### config.mk
export PLATFORM = sky130hd
export DESIGN_NAME = int_to_fp
export DESIGN_NICKNAME = d
export VERILOG_FILES = /design/src/rtl/fp_pkg.sv /design/src/rtl/fp_round_rne.sv /design/src/rtl/int_to_fp.sv
export SDC_FILE = /design/constraint.sdc
export NUM_CORES = 1
export LEC_CHECK = 0
export BUFFER_PORTS_ARGS = -buffer_cell sky130_fd_sc_hd__buf_2
export CAP_MARGIN = 20
export CORE_UTILIZATION = 47
export CTS_BUF_LIST = sky130_fd_sc_hd__clkbuf_2 sky130_fd_sc_hd__clkbuf_4 sky130_fd_sc_hd__clkbuf_8
export DETAILED_ROUTE_END_ITERATION = 8
export GPL_ROUTABILITY_DRIVEN = 0
export PLACE_DENSITY_LB_ADDON = 0.05
export SLEW_MARGIN = 0
export SYNTH_ARGS = -nofsm -noshare
export SYNTH_HDL_FRONTEND = slang
export SYNTH_HIERARCHICAL = 1
export SYNTH_SLANG_ARGS = --single-unit
export TNS_END_PERCENT = 20
### constraint.sdc
create_clock -name clk -period 6.8 [get_ports clk]
set_input_delay 0.68 -clock clk [delete_from_list [all_inputs] [get_ports clk]]
set_output_delay 0.68 -clock clk [all_outputs]
set_load 0.01 [all_outputs]
### src/rtl/fp_pkg.sv
// Shared IEEE-754 single-precision definitions for the FP datapath blocks.
// Holds field widths, the bias, the start/done FSM state type and pack/unpack helpers.
package fp_pkg;

    localparam int FP_EXP_W  = 8;
    localparam int FP_MANT_W = 23;
    localparam int FP_BIAS   = 127;

    localparam logic [FP_EXP_W-1:0] FP_EXP_MAX = 8'hFF;

    typedef enum logic [1:0] {
        IDLE,
        NORM,
        ROUND,
        DONE
    } fp_state_t;

    typedef struct packed {
        logic                 sign;
        logic [FP_EXP_W-1:0]  exp;
        logic [FP_MANT_W-1:0] mant;
    } fp_t;

    function automatic logic [31:0] fp_pack(
        input logic                 sign,
        input logic [FP_EXP_W-1:0]  exp,
        input logic [FP_MANT_W-1:0] mant
    );
        fp_t f;
        f.sign = sign;
        f.exp  = exp;
        f.mant = mant;
        return f;
    endfunction

    function automatic fp_t fp_unpack(input logic [31:0] bits);
        return fp_t'(bits);
    endfunction

endpackage

### src/rtl/fp_round_rne.sv
// Round-to-nearest, ties-to-even on a 23-bit mantissa with guard/sticky bits.
// Ports: mant/guard/sticky/exp in; mant_rnd (rounded mantissa) and exp_rnd (carry-adjusted exponent) out.
import fp_pkg::*;

module fp_round_rne (
    input  logic [FP_MANT_W-1:0] mant,
    input  logic                 guard,
    input  logic                 sticky,
    input  logic [FP_EXP_W:0]    exp,
    output logic [FP_MANT_W-1:0] mant_rnd,
    output logic [FP_EXP_W:0]    exp_rnd
);

    logic               up;
    logic [FP_MANT_W:0] sum;

    // Exact halfway cases round toward the even mantissa.
    assign up  = guard & (sticky | mant[0]);
    assign sum = {1'b0, mant} + {{FP_MANT_W{1'b0}}, up};

    // On carry-out the low bits are already zero: 1.111..1 + ulp = 10.000..0.
    assign mant_rnd = sum[FP_MANT_W-1:0];
    assign exp_rnd  = exp + {{FP_EXP_W{1'b0}}, sum[FP_MANT_W]};

endmodule

### src/rtl/int_to_fp.sv
// Multi-cycle signed integer to IEEE-754 single converter, one normalising shift per cycle.
// Ports: clk, reset (async, active-high), start, a (signed INT_W); result (float) valid while done.
import fp_pkg::*;

module int_to_fp #(
    parameter int INT_W    = 32,
    parameter int EXP_BIAS = FP_BIAS
) (
    input  logic             clk,
    input  logic             reset,
    input  logic             start,
    input  logic [INT_W-1:0] a,
    output logic [31:0]      result,
    output logic             done
);

    localparam logic [INT_W-1:0] ONE      = {{(INT_W-1){1'b0}}, 1'b1};
    localparam logic [8:0]       EXP_INIT = 9'(EXP_BIAS + INT_W - 1);

    fp_state_t        state_q, state_d;
    logic             sign_q, sign_d;
    logic [INT_W-1:0] mag_q, mag_d;
    logic [8:0]       exp_q, exp_d;
    logic [31:0]      result_q, result_d;
    logic             done_q, done_d;

    logic [INT_W-1:0]     a_mag;
    logic [30:0]          frac;
    logic [FP_MANT_W-1:0] mant_rnd;
    logic [8:0]           exp_rnd;
    logic [7:0]           exp_field;

    // Two's complement negation; the most negative value maps to 2^(INT_W-1) unsigned.
    assign a_mag = a[INT_W-1] ? (~a + ONE) : a;

    // Bits below the leading one, left-aligned to 31 bits so the mantissa,
    // guard and sticky slices are the same for every INT_W.
    assign frac = 31'(mag_q[INT_W-2:0]) << (32 - INT_W);

    fp_round_rne u_round (
        .mant     (frac[30:8]),
        .guard    (frac[7]),
        .sticky   (|frac[6:0]),
        .exp      (exp_q),
        .mant_rnd (mant_rnd),
        .exp_rnd  (exp_rnd)
    );

    // Unreachable for INT_W<=32; keeps an out-of-range exponent from wrapping.
    assign exp_field = (exp_rnd >= {1'b0, FP_EXP_MAX}) ? FP_EXP_MAX
                                                       : exp_rnd[7:0];

    always_comb begin
        state_d  = state_q;
        sign_d   = sign_q;
        mag_d    = mag_q;
        exp_d    = exp_q;
        result_d = result_q;
        done_d   = done_q;
        unique case (state_q)
            IDLE, DONE: begin
                if (start) begin
                    sign_d = a[INT_W-1];
                    mag_d  = a_mag;
                    exp_d  = EXP_INIT;
                    done_d = 1'b0;
                    if (a == '0) begin
                        result_d = 32'h0;
                        done_d   = 1'b1;
                        state_d  = DONE;
                    end else begin
                        state_d = NORM;
                    end
                end
            end
            NORM: begin
                if (mag_q[INT_W-1]) begin
                    state_d = ROUND;
                end else begin
                    mag_d = mag_q << 1;
                    exp_d = exp_q - 9'd1;
                end
            end
            ROUND: begin
                result_d = fp_pack(sign_q, exp_field, mant_rnd);
                done_d   = 1'b1;
                state_d  = DONE;
            end
            default: state_d = IDLE;
        endcase
    end

    always_ff @(posedge clk or posedge reset) begin
        if (reset) begin
            state_q  <= IDLE;
            sign_q   <= 1'b0;
            mag_q    <= '0;
            exp_q    <= 9'd0;
            result_q <= 32'h0;
            done_q   <= 1'b0;
        end else begin
            state_q  <= state_d;
            sign_q   <= sign_d;
            mag_q    <= mag_d;
            exp_q    <= exp_d;
            result_q <= result_d;
            done_q   <= done_d;
        end
    end

    assign result = result_q;
    assign done   = done_q;

endmodule

Yosys cells after proc, flatten, opt, wreduce, memory -nomap -nowiden
Cells that the tools add are included.
{ "classes": {"n_addsub": 4, "n_lt_le_gt_ge": 1, "eq_ne": 7, "mux": 18, "bitwise_logic": 3, "reduce_logical": 12} }
{ "ops": {"columns": ["op", "count"], "rows": [
  ["$mux W32", 5],
  ["$pmux W32 S2", 2],
  ["$add A32 B1 Y32 const B", 1],
  ["$logic_not A32 Y1", 1],
  ["$not A32 Y32", 1],
  ["$add A23 B1 Y24", 1],
  ["$mux W9", 2],
  ["$pmux W9 S2", 1],
  ["$add A9 B1 Y9", 1],
  ["$ge A9 B8 Y1 const B", 1],
  ["$sub A9 B1 Y9 const B", 1],
  ["$mux W8", 1],
  ["$ne A2 B2 Y1 const B", 4],
  ["$reduce_and A2 Y1", 4],
  ["$reduce_or A7 Y1", 1],
  ["$mux W2", 3],
  ["$pmux W2 S3", 1],
  ["$reduce_and A3 Y1", 2],
  ["$eq A2 B2 Y1 const B", 2],
  ["$reduce_bool A2 Y1", 2],
  ["$eq A2 B1 Y1 const B", 1],
  ["$logic_not A2 Y1", 1],
  ["$mux W1", 2],
  ["$pmux W1 S2", 1],
  ["other kinds (3)", 3]
]} }
{ "totals": {"register_bits": 77, "out_inout_bits": 33, "wordCells": 52} }

Logic depth before layout (Yosys ltp)
Gate-level depths: netlist of run 1.
{ "depth": {"depth_word": 8, "ltp_mapped": 15} }

Modules after synthesis
The synthesis of run 1 kept the hierarchy.
{ "by_module_without_submodules": {"columns": ["module", "instances", "cells_per_inst", "area_each_um2", "seq_area_each_um2"], "rows": [
  ["int_to_fp", 1, 413, 4036.4, 1926.8],
  ["fp_round_rne", 1, 82, 590.6, 0.0]
]} }

Worst setup path before layout of run 1
No wires, ideal clock.
{ "synth_path": {"path_kind": "register to register", "start": "register mag_q[0]", "end": "register result_q[23], in the netlist result[23]", "setup_time_ns": 0.079, "arrival_time_ns": 2.715, "required_ns": 6.721, "slack_ns": 4.006, "stages_incl_launch_ff": 16, "period_less_slack_ns": 2.794, "cell_sequence": "dfrtp_1 nor3_1 nand2_1 o21a_1 ha_1 nand3_1 nor4_2 and3_1 ha_1 ha_1 and3_1 nand3_1 xnor2_1 buf_1 nor2_1 o2bb2ai_1"} }
{ "synth_between": {"elab_chain_len": 8} }
{ "synth_lines": {"columns": ["item", "line", "source"], "rows": [
  ["start, declared", "int_to_fp.sv:22", "logic [INT_W-1:0] mag_q, mag_d;"],
  ["start signal, assigned", "int_to_fp.sv:104", "mag_q <= mag_d;"],
  ["$reduce_or A7 Y1", "int_to_fp.sv:43", ".sticky (|frac[6:0]),"],
  ["$or A1 B1 Y1", "fp_round_rne.sv:18", "assign up = guard & (sticky | mant[0]);"],
  ["$and A1 B1 Y1", "fp_round_rne.sv:18", null],
  ["$add A23 B1 Y24", "fp_round_rne.sv:19", "assign sum = {1'b0, mant} + {{FP_MANT_W{1'b0}}, up};"],
  ["$add A9 B1 Y9", "fp_round_rne.sv:23", "assign exp_rnd = exp + {{FP_EXP_W{1'b0}}, sum[FP_MANT_W]};"],
  ["via exp_rnd[8]", "int_to_fp.sv:30", "logic [8:0] exp_rnd;"],
  ["$ge A9 B8 Y1", "int_to_fp.sv:50", "assign exp_field = (exp_rnd >= {1'b0, FP_EXP_MAX}) ? FP_EXP_MAX"],
  ["$mux W8", "int_to_fp.sv:50", null],
  ["$pmux W32 S2", "int_to_fp.sv:60", "unique case (state_q)"],
  ["end signal, assigned", "int_to_fp.sv:106", "result_q <= result_d;"],
  ["end, declared", "int_to_fp.sv:24", "logic [31:0] result_q, result_d;"]
]} }
The timed path passes the listed nets, and every way through them passes these cells.
A chain may end at the register's enable or synchronous reset.

Worst setup path in the final report of run 1
{ "layout_path": {"start": "register mag_q[5]", "end": "register result_q[25], in the netlist result[25]"} }
Same word-level chain as after synthesis.

==> out/results.tsv, run 1 <==
metric	value	unit
fillCellCount	889	
layout-drive-gt1-share	0.190	
synth_area	4630	µm²
highest_layer	met4	
hold_depth	1	
instances_no_fill	682	
cpMostUsedCell	ha_1	
synth-main-ff-cell	dfrtp_1	
ys_ff_latch	77	
synthXorXnorAreaFrac	0.114	
wl_met3	504	µm
antenna_found_initial	0	
grt_first_pass_wirelength	18.0	mm
synth-edff-count	0	
syn_avg_cell_area	9.35	µm²
yosys-top-cells-count	77 x dfrtp_1, 50 x nor2_1, 40 x xor2_1	
viasPerCell	5.74	
cts_tree	done	
port-buffer-count	67	
holdCritPathClass	reg2reg	
totalPowerFinal	0.00215	W
finalSetupViolCount	0	
hpwl	7.92	mm
clock_latency	0.35	ns
max-slew-margin-rel	0.345	
antenna_left	0	
via_count	3912	
cts_resized	0	
met1_length	5.87	mm
worst_setup_path_end_kind	flip-flop	
grt_max_degree	78	
cpPeakStageDelay	0.57	ns
hold_slack	0.496	ns
synth_nets	539	
yosysTopAreaCell	dfrtp_1	
rsz0062_at_grt	false	
synth-adder-area-share	0.0243	
grt_overflow_total	0	
syn-instance-count	495	
regArea	1930	µm²
skew	0.00922	ns
clockRootBuffer	clkbuf_8	
worst_pin_slew	0.982	ns
p_leak	2.29	nW
slew_violations	0	
n_antenna_cell	0	
rows	35	
crit_required	7.07	ns
cts_made_buffers	9	
yosysSeqAreaShare	0.416	
dieArea	10200	µm²
synthDistinctLibCells	56	
min_period	3.40	ns
drt_wl_total	11.0	mm
synth_simple_gate_area_frac	0.192	
synth_mux_area_frac	0.00892	
grt_pass1_vias	3470	
synth_compound_area_frac	0.202	
max-cap-violations	0	
synthArstFlopShare	1.00	
htree_levels	3	
clockBufferDepth	2	
path_clk_slew	0.09	ns
dr_wl_met2	4.55	mm
r2r.worst_path.cells	14	
preCtsSetupSlack	3.23	ns
synth_area_leaders	dfrtp_1 42%, xor2_1 7.6%, a22o_1 4.5%	
synth_top_area_frac	0.416	
ios	68	
cp_slowest_cell	nor4_2	
hold_viol	0	
synth_top_family_by_area	compound AO/OA/AOI/OAI gates	
numPlacedInstances	666	
avgRoutedWirePerCell	16.1	µm
fmax	0.295	GHz
firstDrtPassIters	5	
cts_hold_buffers	0	
criticalPathCategory	reg2reg	
crit_path_max_fanout	8	
nets	592	
design.core.area	9370	µm²
fin_crit_sh	0.499	
syn2layout_area_growth	12.3	%
yosysMostFrequentCell	dfrtp_1	
clock_sinks	77	
multi_input_area	2510	µm²
initial_core_util	0.494	
post-route-worst-setup-slack	3.40	ns
peakVddDrop	0.208	mV
die_h	101	µm
status	finished clean	
grt_usage	0.225	
drc	0	
chipWidth	101	µm
tns	0	ns
start_kind	flip-flop	
yosysWarnings	6	
arrival	3.66	ns
p_per_area	415	nW/µm²
cts_setup_buffers	0	
crit_chain	nor4_1 -> nand2_1 -> o21a_1 -> ha_1 -> nand3_1 -> nor4_2 -> and3_1 -> ha_1 -> ha_1 -> and3_1 -> nand3_1 -> xnor2_1 -> nor2_1 -> o2bb2ai_1	
first_iter_violations	236	
[power breakdown]
part	internal [W]	total [W]	switching [W]
logic	0.000410	0.000966	0.000556
registers	0.000659	0.000867	0.000208
clock network	0.000139	0.000322	0.000182
total	0.00121	0.00215	0.000946
[path summary, 6_finish.rpt]
path	from	endpoint	slack, ns
worst max-delay path	mag_q[5]	result[25]	3.40
worst min-delay path	result[30]	result[30]	0.50
worst max register to register	mag_q[5]	result[25]	3.40
worst min register to register	result[30]	result[30]	0.50
max in group asynchronous	reset	mag_q[4]	5.56
min in group asynchronous	reset	result[28]	0.62
[through the flow]
step	utilization	cell area (µm²)
after global routing	0.554	5200
final	0.554	5200
after CTS	0.554	5200
after global placement	0.535	5020
after floorplan	-	4630
after detailed placement	0.535	5020
[cell families after synthesis]
group	after synthesis
AND/OR/NAND/NOR	171
AO/OA/AOI/OAI	133
flip-flops	77
XOR/XNOR	60
buffers and inverters	41
adder cells (fa/ha/maj)	9
multiplexers	4
[critical path, delay by kind of cell (launching register included)]
kind,cells,cell delay (ns)
xor gates and xnor gates,1,0.48
DFF,1,0.39
and+or+nand+nor,8,1.60
AOI/OAI and AO/OA,2,0.30
adders and majority gates,3,0.55
[flip-flops by register name, summed over array words and instances, names as in the netlist]
| name | cells |
|---|---|
| done | 1 |
| sign_q | 1 |
| result | 32 |
| state_q | 2 |
| exp_q | 9 |
| mag_q | 32 |
[area by class of cell]
class	instances	share of cell area
Multi-Input combinational cell	377	0.484
Clock inverter	6	0.00915
Sequential cell	77	0.371
Inverter	11	0.00795
Tap cell	129	0.0311
Timing Repair Buffer	72	0.0718
Clock buffer	10	0.0253
[placed cells by master, fill, tap and decap left out, types with 3 or more instances in the layout]
| master | n |
|---|---|
| nand4_1 | 7 |
| and3_1 | 10 |
| o31ai_1 | 9 |
| a22o_1 | 24 |
| buf_4 | 5 |
| xor2_1 | 40 |
| or4_1 | 3 |
| o41ai_1 | 9 |
| nor2_1 | 50 |
| nor4_1 | 11 |
| nand2b_1 | 5 |
| ha_1 | 9 |
| buf_2 | 67 |
| mux2i_1 | 3 |
| nand3_1 | 19 |
| xnor2_1 | 20 |
| a22oi_1 | 4 |
| or2_2 | 3 |
| o21a_1 | 4 |
| nand2_1 | 34 |
| clkinvlp_4 | 4 |
| dfrtp_1 | 77 |
| o21ai_0 | 19 |
| o22ai_1 | 17 |
| o2bb2ai_1 | 9 |
| clkbuf_8 | 9 |
| inv_1 | 10 |
| nor3_2 | 3 |
| a21oi_1 | 26 |
| nor3_1 | 7 |
| or3_1 | 3 |
[routing by layer]
| metal | vias to the layer above | track usage |
|---|---|---|
| li1 | 1920 | - |
| met1 | 1861 | 0.354 |
| met2 | 123 | 0.322 |
| met3 | 8 | 0.0297 |
| met4 | 0 | 0.0635 |
| met5 | - | 0 |
No activity file was read; power rests on OpenSTA's default activity.
==> run 2, diff against run 1 <==
==> constraint.sdc (replaced) <==
create_clock -name clk -period 2.8 [get_ports clk]
set_input_delay 0.28 -clock clk [delete_from_list [all_inputs] [get_ports clk]]
set_output_delay 0.28 -clock clk [all_outputs]
set_load 0.01 [all_outputs]
==> out/results.tsv, run 2 (synthesized netlist as in run 1, its figures left out) <==
metric	value	unit
clockRootBuffer	clkbuf_8	
place_area	5140	µm²
fmax	0.380	GHz
cts_made_buffers	9	
port-buffer-count	67	
max-slew-margin-rel	0.572	
peakVddDrop	0.590	mV
crit_required	3.07	ns
htree_levels	3	
rows	35	
grt_usage	0.236	
totalPowerFinal	0.00570	W
ios	68	
layout_common_cells	77 x dfrtp_1, 67 x buf_2, 50 x nor2_1	
antenna_found_initial	0	
cts_hold_buffers	0	
start_kind	flip-flop	
fillCellCount	886	
grt_max_degree	48	
nets	605	
p_leak	2.42	nW
fin_crit_sh	0.941	
clockBufferDepth	2	
via_count	4054	
grt_first_pass_wirelength	18.9	mm
chipWidth	101	µm
clock_latency	0.35	ns
holdCritPathClass	in2async	
clock_sinks	77	
grt_pass1_vias	3680	
grt_overflow_total	0	
initial_core_util	0.494	
firstDrtPassIters	5	
avgRoutedWirePerCell	16.6	µm
first_iter_violations	295	
dieArea	10200	µm²
crit_path_max_fanout	8	
antenna_left	0	
criticalPathCategory	reg2reg	
min_period	2.63	ns
drt_wl_total	11.5	mm
status	finished clean	
slew_violations	0	
arrival	2.91	ns
viasPerCell	5.84	
path_clk_slew	0.09	ns
cts_tree	done	
final_common_cell	dfrtp_1	
drc	0	
skew	0.0110	ns
syn2layout_area_growth	17.8	%
hold_viol	0	
layout-drive-gt1-share	0.218	
hpwl	8.33	mm
die_h	101	µm
final_area	5450	µm²
n_antenna_cell	0	
p_per_area	1050	nW/µm²
finalSetupViolCount	0	
worst_pin_slew	0.641	ns
design.core.area	9370	µm²
max-cap-violations	0	
worst_setup_path_end_kind	flip-flop	
## run 2: cell type report
type                    count  area (µm²)  area share
flip-flops and latches     77        1930       0.354
repair buffers             85         508      0.0932
multi-input cells         377        2560       0.471
clock buffers              11         151      0.0278
clock inverters             4        95.1      0.0175
inverters                  11        41.3     0.00758
well taps                 129         161      0.0296
## run 2: power by group
| part | internal (W) | switching, W |
|---|---|---|
| Clock | 0.000635 | 0.000413 |
| Sequential | 0.00160 | 0.000507 |
| Combinational | 0.00113 | 0.00142 |
## run 2: final timing paths
| path | from | endpoint | slack [ns] | cells after the start |
|---|---|---|---|---|
| worst max-delay path | mag_q[6] | result[28] | 0.17 | 14 |
| worst min register to register | result[5] | result[5] | 0.50 | 1 |
| max in group asynchronous | reset | mag_q[7] | 2.09 | 3 |
| worst min-delay path | reset | result[25] | 0.009 | 2 |
| min in group clk | a[24] | mag_q[24] | 0.27 | 3 |
| worst max register to register | mag_q[6] | result[28] | 0.17 | 14 |
## run 2: critical path, stage by stage (launching register included)
cell,delay [ns]
dfrtp_1,0.41
nor4_2,0.29
nand2_1,0.11
o21a_1,0.20
ha_1,0.21
nand3_2,0.10
nor4_2,0.05
and3_1,0.17
ha_1,0.21
ha_2,0.19
and3_4,0.15
nand3_2,0.11
xnor2_4,0.17
nor2_1,0.07
o2bb2ai_1,0.14
## run 2: layer usage
layer	routed length, µm	global-route usage
met5	0	0
met4	113	0.0702
met3	590	0.0283
met2	5080	0.342
met1	5720	0.366
## run 2: repair_timing
item	in CTS	in global routing
endpoints found under the hold margin	0	0
pin swaps	0	6
resized for setup	1	7
setup buffers	0	1
setup endpoints to repair	8	18
## run 2: metrics by stage
step | setup TNS (ns) | cells | hold slack [ns] | util | setup slack (ns)
finish | 0 | 694 | 0.00947 | 0.581 | 0.165
global route | -0.0234 | 694 | 0.0731 | 0.581 | -0.0234
CTS | 0 | 693 | 0.0332 | 0.576 | 0.00198
global placement | -0.122 | 678 | 0.399 | 0.549 | -0.0196
floorplan | 0 | 495 | 0.452 | - | 0.00633
detailed placement | -1.24 | 678 | 0.411 | 0.549 | -0.170
